[config.mk]
export PLATFORM = sky130hd
export DESIGN_NAME = cache_access_sequencer_flat
export DESIGN_NICKNAME = d
export VERILOG_FILES = /design/src/rtl/cache_access_sequencer_if.sv /design/src/rtl/cache_access_sequencer.sv /design/src/flat_wrapper.sv
export SDC_FILE = /design/constraint.sdc
export NUM_CORES = 1
export LEC_CHECK = 0
export ABC_CLOCK_PERIOD_IN_PS = 4050
export CAP_MARGIN = 20
export CORE_AREA = 2 2 282 284
export DETAILED_ROUTE_END_ITERATION = 12
export DIE_AREA = 0 0 284 286
export PLACE_DENSITY_LB_ADDON = 0.2
export RECOVER_POWER = 50
export SKIP_CTS_REPAIR_TIMING = 1
export SLEW_MARGIN = 15
export SYNTH_ARGS = -nofsm -noshare
export SYNTH_HDL_FRONTEND = slang
export SYNTH_SLANG_ARGS = --single-unit
[constraint.sdc]
create_clock -name clk -period 4.05 [get_ports clk]
set_input_delay 0.81 -clock clk [delete_from_list [all_inputs] [get_ports clk]]
set_output_delay 0.81 -clock clk [all_outputs]
set_load 0.03 [all_outputs]
[src/rtl/cache_access_sequencer_if.sv]
// Bundle between the access sequencer, its two requesters, the cache arrays and the line-fill memory.
// The sequencer connects through slave; the environment side connects through master.
interface cache_access_sequencer_if #(
   parameter int ADDR_W  = 32,
   parameter int BLOCK_W = 256,
   parameter int CNT_W   = 16
);
   logic               req0_valid;
   logic               req1_valid;
   logic               req0_we;
   logic               req1_we;
   logic [ADDR_W-1:0]  req0_pa;
   logic [ADDR_W-1:0]  req1_pa;
   logic [7:0]         req0_wbyte;
   logic [7:0]         req1_wbyte;
   logic               req0_ready;
   logic               req1_ready;
   logic               resp_valid;
   logic               resp_id;
   logic [7:0]         resp_data;
   logic [ADDR_W-1:0]  cache_pa;
   logic [7:0]         cache_wbyte;
   logic               cache_hit;
   logic [7:0]         cache_rdata;
   logic               cache_read;
   logic               cache_write;
   logic               cache_replace;
   logic [BLOCK_W-1:0] cache_block;
   logic               mem_req;
   logic [ADDR_W-6:0]  mem_addr;
   logic               mem_rvalid;
   logic [BLOCK_W-1:0] mem_block;
   logic [CNT_W-1:0]   hit_count;
   logic [CNT_W-1:0]   miss_count;

   modport slave (
      input  req0_valid, req1_valid, req0_we, req1_we, req0_pa, req1_pa,
             req0_wbyte, req1_wbyte, cache_hit, cache_rdata, mem_rvalid, mem_block,
      output req0_ready, req1_ready, resp_valid, resp_id, resp_data, cache_pa,
             cache_wbyte, cache_read, cache_write, cache_replace, cache_block,
             mem_req, mem_addr, hit_count, miss_count
   );

   modport master (
      output req0_valid, req1_valid, req0_we, req1_we, req0_pa, req1_pa,
             req0_wbyte, req1_wbyte, cache_hit, cache_rdata, mem_rvalid, mem_block,
      input  req0_ready, req1_ready, resp_valid, resp_id, resp_data, cache_pa,
             cache_wbyte, cache_read, cache_write, cache_replace, cache_block,
             mem_req, mem_addr, hit_count, miss_count
   );
endinterface

[src/rtl/cache_access_sequencer.sv]
// Two-requester byte-access sequencer in front of a single-ported cache: round-robin grant,
// tag lookup, line refill from memory on a miss, one access in flight at a time.
module cache_access_sequencer #(
   parameter int ADDR_W  = 32,
   parameter int BLOCK_W = 256,
   parameter int CNT_W   = 16
) (
   input  logic                    clk,
   input  logic                    reset,
   cache_access_sequencer_if.slave bus
);
   typedef enum logic [2:0] {
      S_IDLE      = 3'd0,
      S_LOOKUP    = 3'd1,
      S_MISS_WAIT = 3'd2,
      S_FILL      = 3'd3,
      S_ACCESS    = 3'd4,
      S_RESP      = 3'd5
   } state_t;

   state_t             r_state;
   state_t             w_state_next;
   logic               r_ptr;
   logic               r_id;
   logic               r_we;
   logic [ADDR_W-1:0]  r_pa;
   logic [7:0]         r_wbyte;
   logic [BLOCK_W-1:0] r_line;
   logic [CNT_W-1:0]   r_hit_cnt;
   logic [CNT_W-1:0]   r_miss_cnt;
   logic               w_grant;
   logic               w_grant_id;

   // Requester 1 wins when it is alone, or when both are pending and the pointer names it.
   always_comb begin
      w_grant_id = bus.req1_valid & (~bus.req0_valid | r_ptr);
      w_grant    = (r_state == S_IDLE) && !reset && (bus.req0_valid || bus.req1_valid);
   end

   always_ff @(posedge clk) begin
      if (reset) begin
         r_state <= S_IDLE;
      end else begin
         r_state <= w_state_next;
      end
   end

   always_comb begin
      w_state_next = r_state;
      case (r_state)
         S_IDLE:      if (w_grant) w_state_next = S_LOOKUP;
         S_LOOKUP:    w_state_next = bus.cache_hit ? S_ACCESS : S_MISS_WAIT;
         S_MISS_WAIT: if (bus.mem_rvalid) w_state_next = S_FILL;
         S_FILL:      w_state_next = S_ACCESS;
         S_ACCESS:    w_state_next = S_RESP;
         S_RESP:      w_state_next = S_IDLE;
         default:     w_state_next = S_IDLE;
      endcase
   end

   always_ff @(posedge clk) begin
      if (reset) begin
         r_ptr      <= 1'b0;
         r_id       <= 1'b0;
         r_we       <= 1'b0;
         r_pa       <= '0;
         r_wbyte    <= '0;
         r_line     <= '0;
         r_hit_cnt  <= '0;
         r_miss_cnt <= '0;
      end else begin
         if (w_grant) begin
            r_ptr   <= ~w_grant_id;
            r_id    <= w_grant_id;
            r_we    <= w_grant_id ? bus.req1_we    : bus.req0_we;
            r_pa    <= w_grant_id ? bus.req1_pa    : bus.req0_pa;
            r_wbyte <= w_grant_id ? bus.req1_wbyte : bus.req0_wbyte;
         end
         // Statistics stick at all-ones rather than wrapping.
         if (r_state == S_LOOKUP) begin
            if (bus.cache_hit) begin
               if (r_hit_cnt != '1) r_hit_cnt <= r_hit_cnt + CNT_W'(1);
            end else begin
               if (r_miss_cnt != '1) r_miss_cnt <= r_miss_cnt + CNT_W'(1);
            end
         end
         if ((r_state == S_MISS_WAIT) && bus.mem_rvalid) begin
            r_line <= bus.mem_block;
         end
      end
   end

   assign bus.cache_pa    = r_pa;
   assign bus.cache_wbyte = r_wbyte;
   assign bus.mem_addr    = r_pa[ADDR_W-1:5];
   assign bus.cache_block = r_line;
   assign bus.hit_count   = r_hit_cnt;
   assign bus.miss_count  = r_miss_cnt;

   always_comb begin
      bus.req0_ready    = w_grant & ~w_grant_id;
      bus.req1_ready    = w_grant &  w_grant_id;
      bus.mem_req       = 1'b0;
      bus.cache_replace = 1'b0;
      bus.cache_read    = 1'b0;
      bus.cache_write   = 1'b0;
      bus.resp_valid    = 1'b0;
      bus.resp_id       = 1'b0;
      bus.resp_data     = 8'h00;
      case (r_state)
         S_MISS_WAIT: bus.mem_req       = 1'b1;
         S_FILL:      bus.cache_replace = 1'b1;
         S_ACCESS: begin
            bus.cache_write = r_we;
            bus.cache_read  = ~r_we;
         end
         S_RESP: begin
            bus.resp_valid = 1'b1;
            bus.resp_id    = r_id;
            bus.resp_data  = r_we ? 8'h00 : bus.cache_rdata;
         end
         default: ;
      endcase
   end
endmodule

[src/flat_wrapper.sv]
// flat-port wrapper written by rule: the top's interface ports become plain ports
module cache_access_sequencer_flat 
#(
   parameter int ADDR_W  = 32,
   parameter int BLOCK_W = 256,
   parameter int CNT_W   = 16
)
  (clk, reset, bus_req0_valid, bus_req1_valid, bus_req0_we, bus_req1_we, bus_req0_pa, bus_req1_pa, bus_req0_wbyte, bus_req1_wbyte, bus_cache_hit, bus_cache_rdata, bus_mem_rvalid, bus_mem_block, bus_req0_ready, bus_req1_ready, bus_resp_valid, bus_resp_id, bus_resp_data, bus_cache_pa, bus_cache_wbyte, bus_cache_read, bus_cache_write, bus_cache_replace, bus_cache_block, bus_mem_req, bus_mem_addr, bus_hit_count, bus_miss_count);
  cache_access_sequencer_if #(.ADDR_W(ADDR_W), .BLOCK_W(BLOCK_W), .CNT_W(CNT_W)) bus_i ();
  input  logic clk;
  input  logic reset;
  input wire logic [$bits(bus_i.req0_valid)-1:0] bus_req0_valid;
  input wire logic [$bits(bus_i.req1_valid)-1:0] bus_req1_valid;
  input wire logic [$bits(bus_i.req0_we)-1:0] bus_req0_we;
  input wire logic [$bits(bus_i.req1_we)-1:0] bus_req1_we;
  input wire logic [$bits(bus_i.req0_pa)-1:0] bus_req0_pa;
  input wire logic [$bits(bus_i.req1_pa)-1:0] bus_req1_pa;
  input wire logic [$bits(bus_i.req0_wbyte)-1:0] bus_req0_wbyte;
  input wire logic [$bits(bus_i.req1_wbyte)-1:0] bus_req1_wbyte;
  input wire logic [$bits(bus_i.cache_hit)-1:0] bus_cache_hit;
  input wire logic [$bits(bus_i.cache_rdata)-1:0] bus_cache_rdata;
  input wire logic [$bits(bus_i.mem_rvalid)-1:0] bus_mem_rvalid;
  input wire logic [$bits(bus_i.mem_block)-1:0] bus_mem_block;
  output wire logic [$bits(bus_i.req0_ready)-1:0] bus_req0_ready;
  output wire logic [$bits(bus_i.req1_ready)-1:0] bus_req1_ready;
  output wire logic [$bits(bus_i.resp_valid)-1:0] bus_resp_valid;
  output wire logic [$bits(bus_i.resp_id)-1:0] bus_resp_id;
  output wire logic [$bits(bus_i.resp_data)-1:0] bus_resp_data;
  output wire logic [$bits(bus_i.cache_pa)-1:0] bus_cache_pa;
  output wire logic [$bits(bus_i.cache_wbyte)-1:0] bus_cache_wbyte;
  output wire logic [$bits(bus_i.cache_read)-1:0] bus_cache_read;
  output wire logic [$bits(bus_i.cache_write)-1:0] bus_cache_write;
  output wire logic [$bits(bus_i.cache_replace)-1:0] bus_cache_replace;
  output wire logic [$bits(bus_i.cache_block)-1:0] bus_cache_block;
  output wire logic [$bits(bus_i.mem_req)-1:0] bus_mem_req;
  output wire logic [$bits(bus_i.mem_addr)-1:0] bus_mem_addr;
  output wire logic [$bits(bus_i.hit_count)-1:0] bus_hit_count;
  output wire logic [$bits(bus_i.miss_count)-1:0] bus_miss_count;
  assign bus_i.req0_valid = bus_req0_valid;
  assign bus_i.req1_valid = bus_req1_valid;
  assign bus_i.req0_we = bus_req0_we;
  assign bus_i.req1_we = bus_req1_we;
  assign bus_i.req0_pa = bus_req0_pa;
  assign bus_i.req1_pa = bus_req1_pa;
  assign bus_i.req0_wbyte = bus_req0_wbyte;
  assign bus_i.req1_wbyte = bus_req1_wbyte;
  assign bus_i.cache_hit = bus_cache_hit;
  assign bus_i.cache_rdata = bus_cache_rdata;
  assign bus_i.mem_rvalid = bus_mem_rvalid;
  assign bus_i.mem_block = bus_mem_block;
  assign bus_req0_ready = bus_i.req0_ready;
  assign bus_req1_ready = bus_i.req1_ready;
  assign bus_resp_valid = bus_i.resp_valid;
  assign bus_resp_id = bus_i.resp_id;
  assign bus_resp_data = bus_i.resp_data;
  assign bus_cache_pa = bus_i.cache_pa;
  assign bus_cache_wbyte = bus_i.cache_wbyte;
  assign bus_cache_read = bus_i.cache_read;
  assign bus_cache_write = bus_i.cache_write;
  assign bus_cache_replace = bus_i.cache_replace;
  assign bus_cache_block = bus_i.cache_block;
  assign bus_mem_req = bus_i.mem_req;
  assign bus_mem_addr = bus_i.mem_addr;
  assign bus_hit_count = bus_i.hit_count;
  assign bus_miss_count = bus_i.miss_count;
  cache_access_sequencer #(.ADDR_W(ADDR_W), .BLOCK_W(BLOCK_W), .CNT_W(CNT_W)) u_core (.clk(clk), .reset(reset), .bus(bus_i));
endmodule
==> impl_metrics.ini <==
[run_status]
run_status = finished with violations
violations = max-capacitance violations, max-slew violations

[detailed_routing]
wire_per_inst_microns = 16.7
num_vias = 12867
drtAntennaViolNets = 0
first_iter_violations = 482
drt_wl_total_microns = 54800
via_per_inst = 3.93
post-route-drc-count = 0
dr.pass1.iters = 5

[sta]
period_share_pct = 90.7
fin_setup_tns_ns = 0
max-slew-margin-rel_pct = -29.1
fmax_ghz = 0.272
clock_skew_ns = 0.0221
setup_viol = 0
setup_ws_ns = 0.376
hold_viol_final = 0
worst_pin_slew_ns = 1.94
period_minus_slack_ns = 3.67
rsz0062_at_grt = no
finalMaxSlewViolations = 217

[layout]
fin_nets = 2546
layout.cells.non_filler = 3274
syn2layout_area_growth_pct = 75.7
drive_gt1_share_pct = 4.00
num-fill-cells = 8566

[critical_path]
endpoint_kind = output pin
r2r_end = u_core.bus.cache_block[44]$_SDFFE_PP0P_
r2r-start = u_core.r_state[1]$_SDFFE_PP0P_
cp.required_ns = 3.24
start_kind = input pin
path_max_fanout = 4
worst_ep_arrival_time_ns = 2.86
rrSetupSlack_ns = 0.90
reg2reg_depth = 5
crit_type = in2out

[clocking]
cts_tree = built
cts_made_buffers = 43
path_clk_slew_ns = 0.05
cts_root_buf = clkbuf_16
insertion_delay_ns = 0.57
cts_max_path_buffers = 3
htree_levels = 2
cts_sinks = 334

[logic_synthesis]
synth-async-reset-ratio_pct = 0
ys.flop_type = dfxtp_1
netlist_top_cells_count = nand2_1, dfxtp_1, a21oi_1, nor2_1, clkbuf_1
synth_area_leaders = dfxtp_1, nand2_1, a21oi_1
syn_inst = 1551
synth_xor_area_share_pct = 1.88
synth_compound_area_share_pct = 13.5
post-synth-top-count-cell = nand2_1
yosysTopAreaCell = dfxtp_1
yosysWarnings = 0
muxShareOfSynthArea_pct = 3.50
synth_top_family_by_area = simple AND/OR/NAND/NOR gates
yosys.area_share.simple_pct = 22.4
syn_nets = 1905
ys_seq_area_share_pct = 53.1
synth_top_area_share_pct = 53.1
synthAdderAreaFrac_pct = 0.199
syn_area_per_cell_sq_um = 8.11
synth_edf_count = 0
synth_seq_cells = 334
synthDistinctLibCells = 38
syn_area_sq_um = 12600

[job]
cap_violations = 3

[die]
die-area_sq_um = 81200
start_util_pct = 16.1
ios = 723
die_w_microns = 284
rows = 103
die_height_microns = 286
core-area_sq_um = 78400

[worst_hold_path]
hp-class = reg2reg
hold_depth = 2
holdPathEnd = u_core.bus.cache_block[0]$_SDFFE_PP0P_
hp-start = u_core.bus.cache_block[0]$_SDFFE_PP0P_

[pwr]
power_density_nw_per_um2 = 456
leakagePower_nw = 7.60
ir_drop_mv = 0.320
power_mw = 10.1

[global_route]
grtUsageTotal_pct = 12.7
antenna_found_initial = 3
grt_pass1_vias = 12824
grt_max_degree = 181
gr-total-overflow = 0
grt_pass1_wl_microns = 80500

[place]
dp_cells = 3197
dp_hpwl_microns = 40200
io_buffers = 722
gp_congestion = 0.870
pre_cts_slack_ns = 0.465
## where the power goes
group / internal [mW] / total (mW) / switching (mW)
Combinational: 1.06 / 2.41 / 1.35
Sequential: 3.53 / 3.73 / 0.202
Clock: 2.42 / 3.94 / 1.51
## metal layers
metal	share of wire, %	wire [microns]	vias up	track usage [%]
met2	50	27500	443	22.5
met1	39	21200	5939	14.1
met4	3.1	1690	4	4.79
met5	0.049	27	-	0
met3	8.0	4390	91	4.29
li1	-	-	6390	-
## worst max-delay path, cell delays in order
cell and delay (ns):
dlygate4sd3_1 0.60, nor2_1 0.08, or4_1 0.47, nor3b_1 0.21, clkdlybuf4s50_1 0.69
## kinds of logic after synthesis
group,after synthesis
flops,334
fa+ha+maj,2
compound gates,315
mux,44
buf+inv,144
simple gates,685
xor+xnor,27
## registers in the layout (all words and copies together), names as in the netlist
register,cells
u_core.bus.cache_block,256
u_core.bus.cache_pa,32
u_core.bus.hit_count,16
u_core.bus.miss_count,16
u_core.bus.cache_wbyte,8
u_core.r_state,3
u_core.r_id,1
u_core.r_ptr,1
u_core.r_we,1
## layout by cell type (no fill, tap or decap), types with 3 or more instances in the layout
cell	n
nand3_1	12
and4_1	6
and3_1	5
inv_1	4
xnor2_1	20
clkbuf_2	4
clkbuf_8	12
nand2_1	522
a31oi_1	3
nor3_1	8
dlygate4sd3_1	35
nor2_1	83
and2_1	11
buf_4	3
a211oi_1	43
nor3b_1	3
inv_6	3
xor2_1	7
clkinv_2	4
nand4_1	12
nor4_1	9
a21oi_1	265
clkbuf_16	43
mux2i_1	44
buf_12	7
clkdlybuf4s50_1	686
clkbuf_1	7
bufinv_16	4
dfxtp_1	334
nor4b_1	3
## cell type report
class | count | area [sq um] | area share (%)
diodes | 1 | 2.50 | 0.0113
clock buffers | 62 | 1270 | 5.73
clock inverters | 14 | 190 | 0.860
inverters | 4 | 15.0 | 0.0679
multi-input cells | 1073 | 5220 | 23.6
flip-flops and latches | 334 | 6690 | 30.2
well taps | 1050 | 1310 | 5.94
repair buffers | 736 | 7410 | 33.5
## through the flow
step,util [%],area [sq um],hold slack (ns)
6_report,28.2,22100,0.448
5_1_grt,28.2,22100,0.465
4_1_cts,28.3,22200,0.454
3_5_place_dp,26.4,20700,0.446
3_3_place_gp,26.4,20700,0.442
2_1_floorplan,-,12600,0.448
## worst max-delay path by stage
stage,from,to,depth (start not counted)
detailed placement,bus_req1_valid,bus_req0_ready,5
global placement,bus_req1_valid,bus_req0_ready,5
CTS,u_core.r_state[2]$_SDFFE_PP0P_,bus_resp_data[0],4
global route,bus_req1_valid,bus_req0_ready,5
finish,bus_req1_valid,bus_req0_ready,5
floorplan,bus_req0_valid,bus_req0_ready,5
No activity file was read; power rests on OpenSTA's default activity.
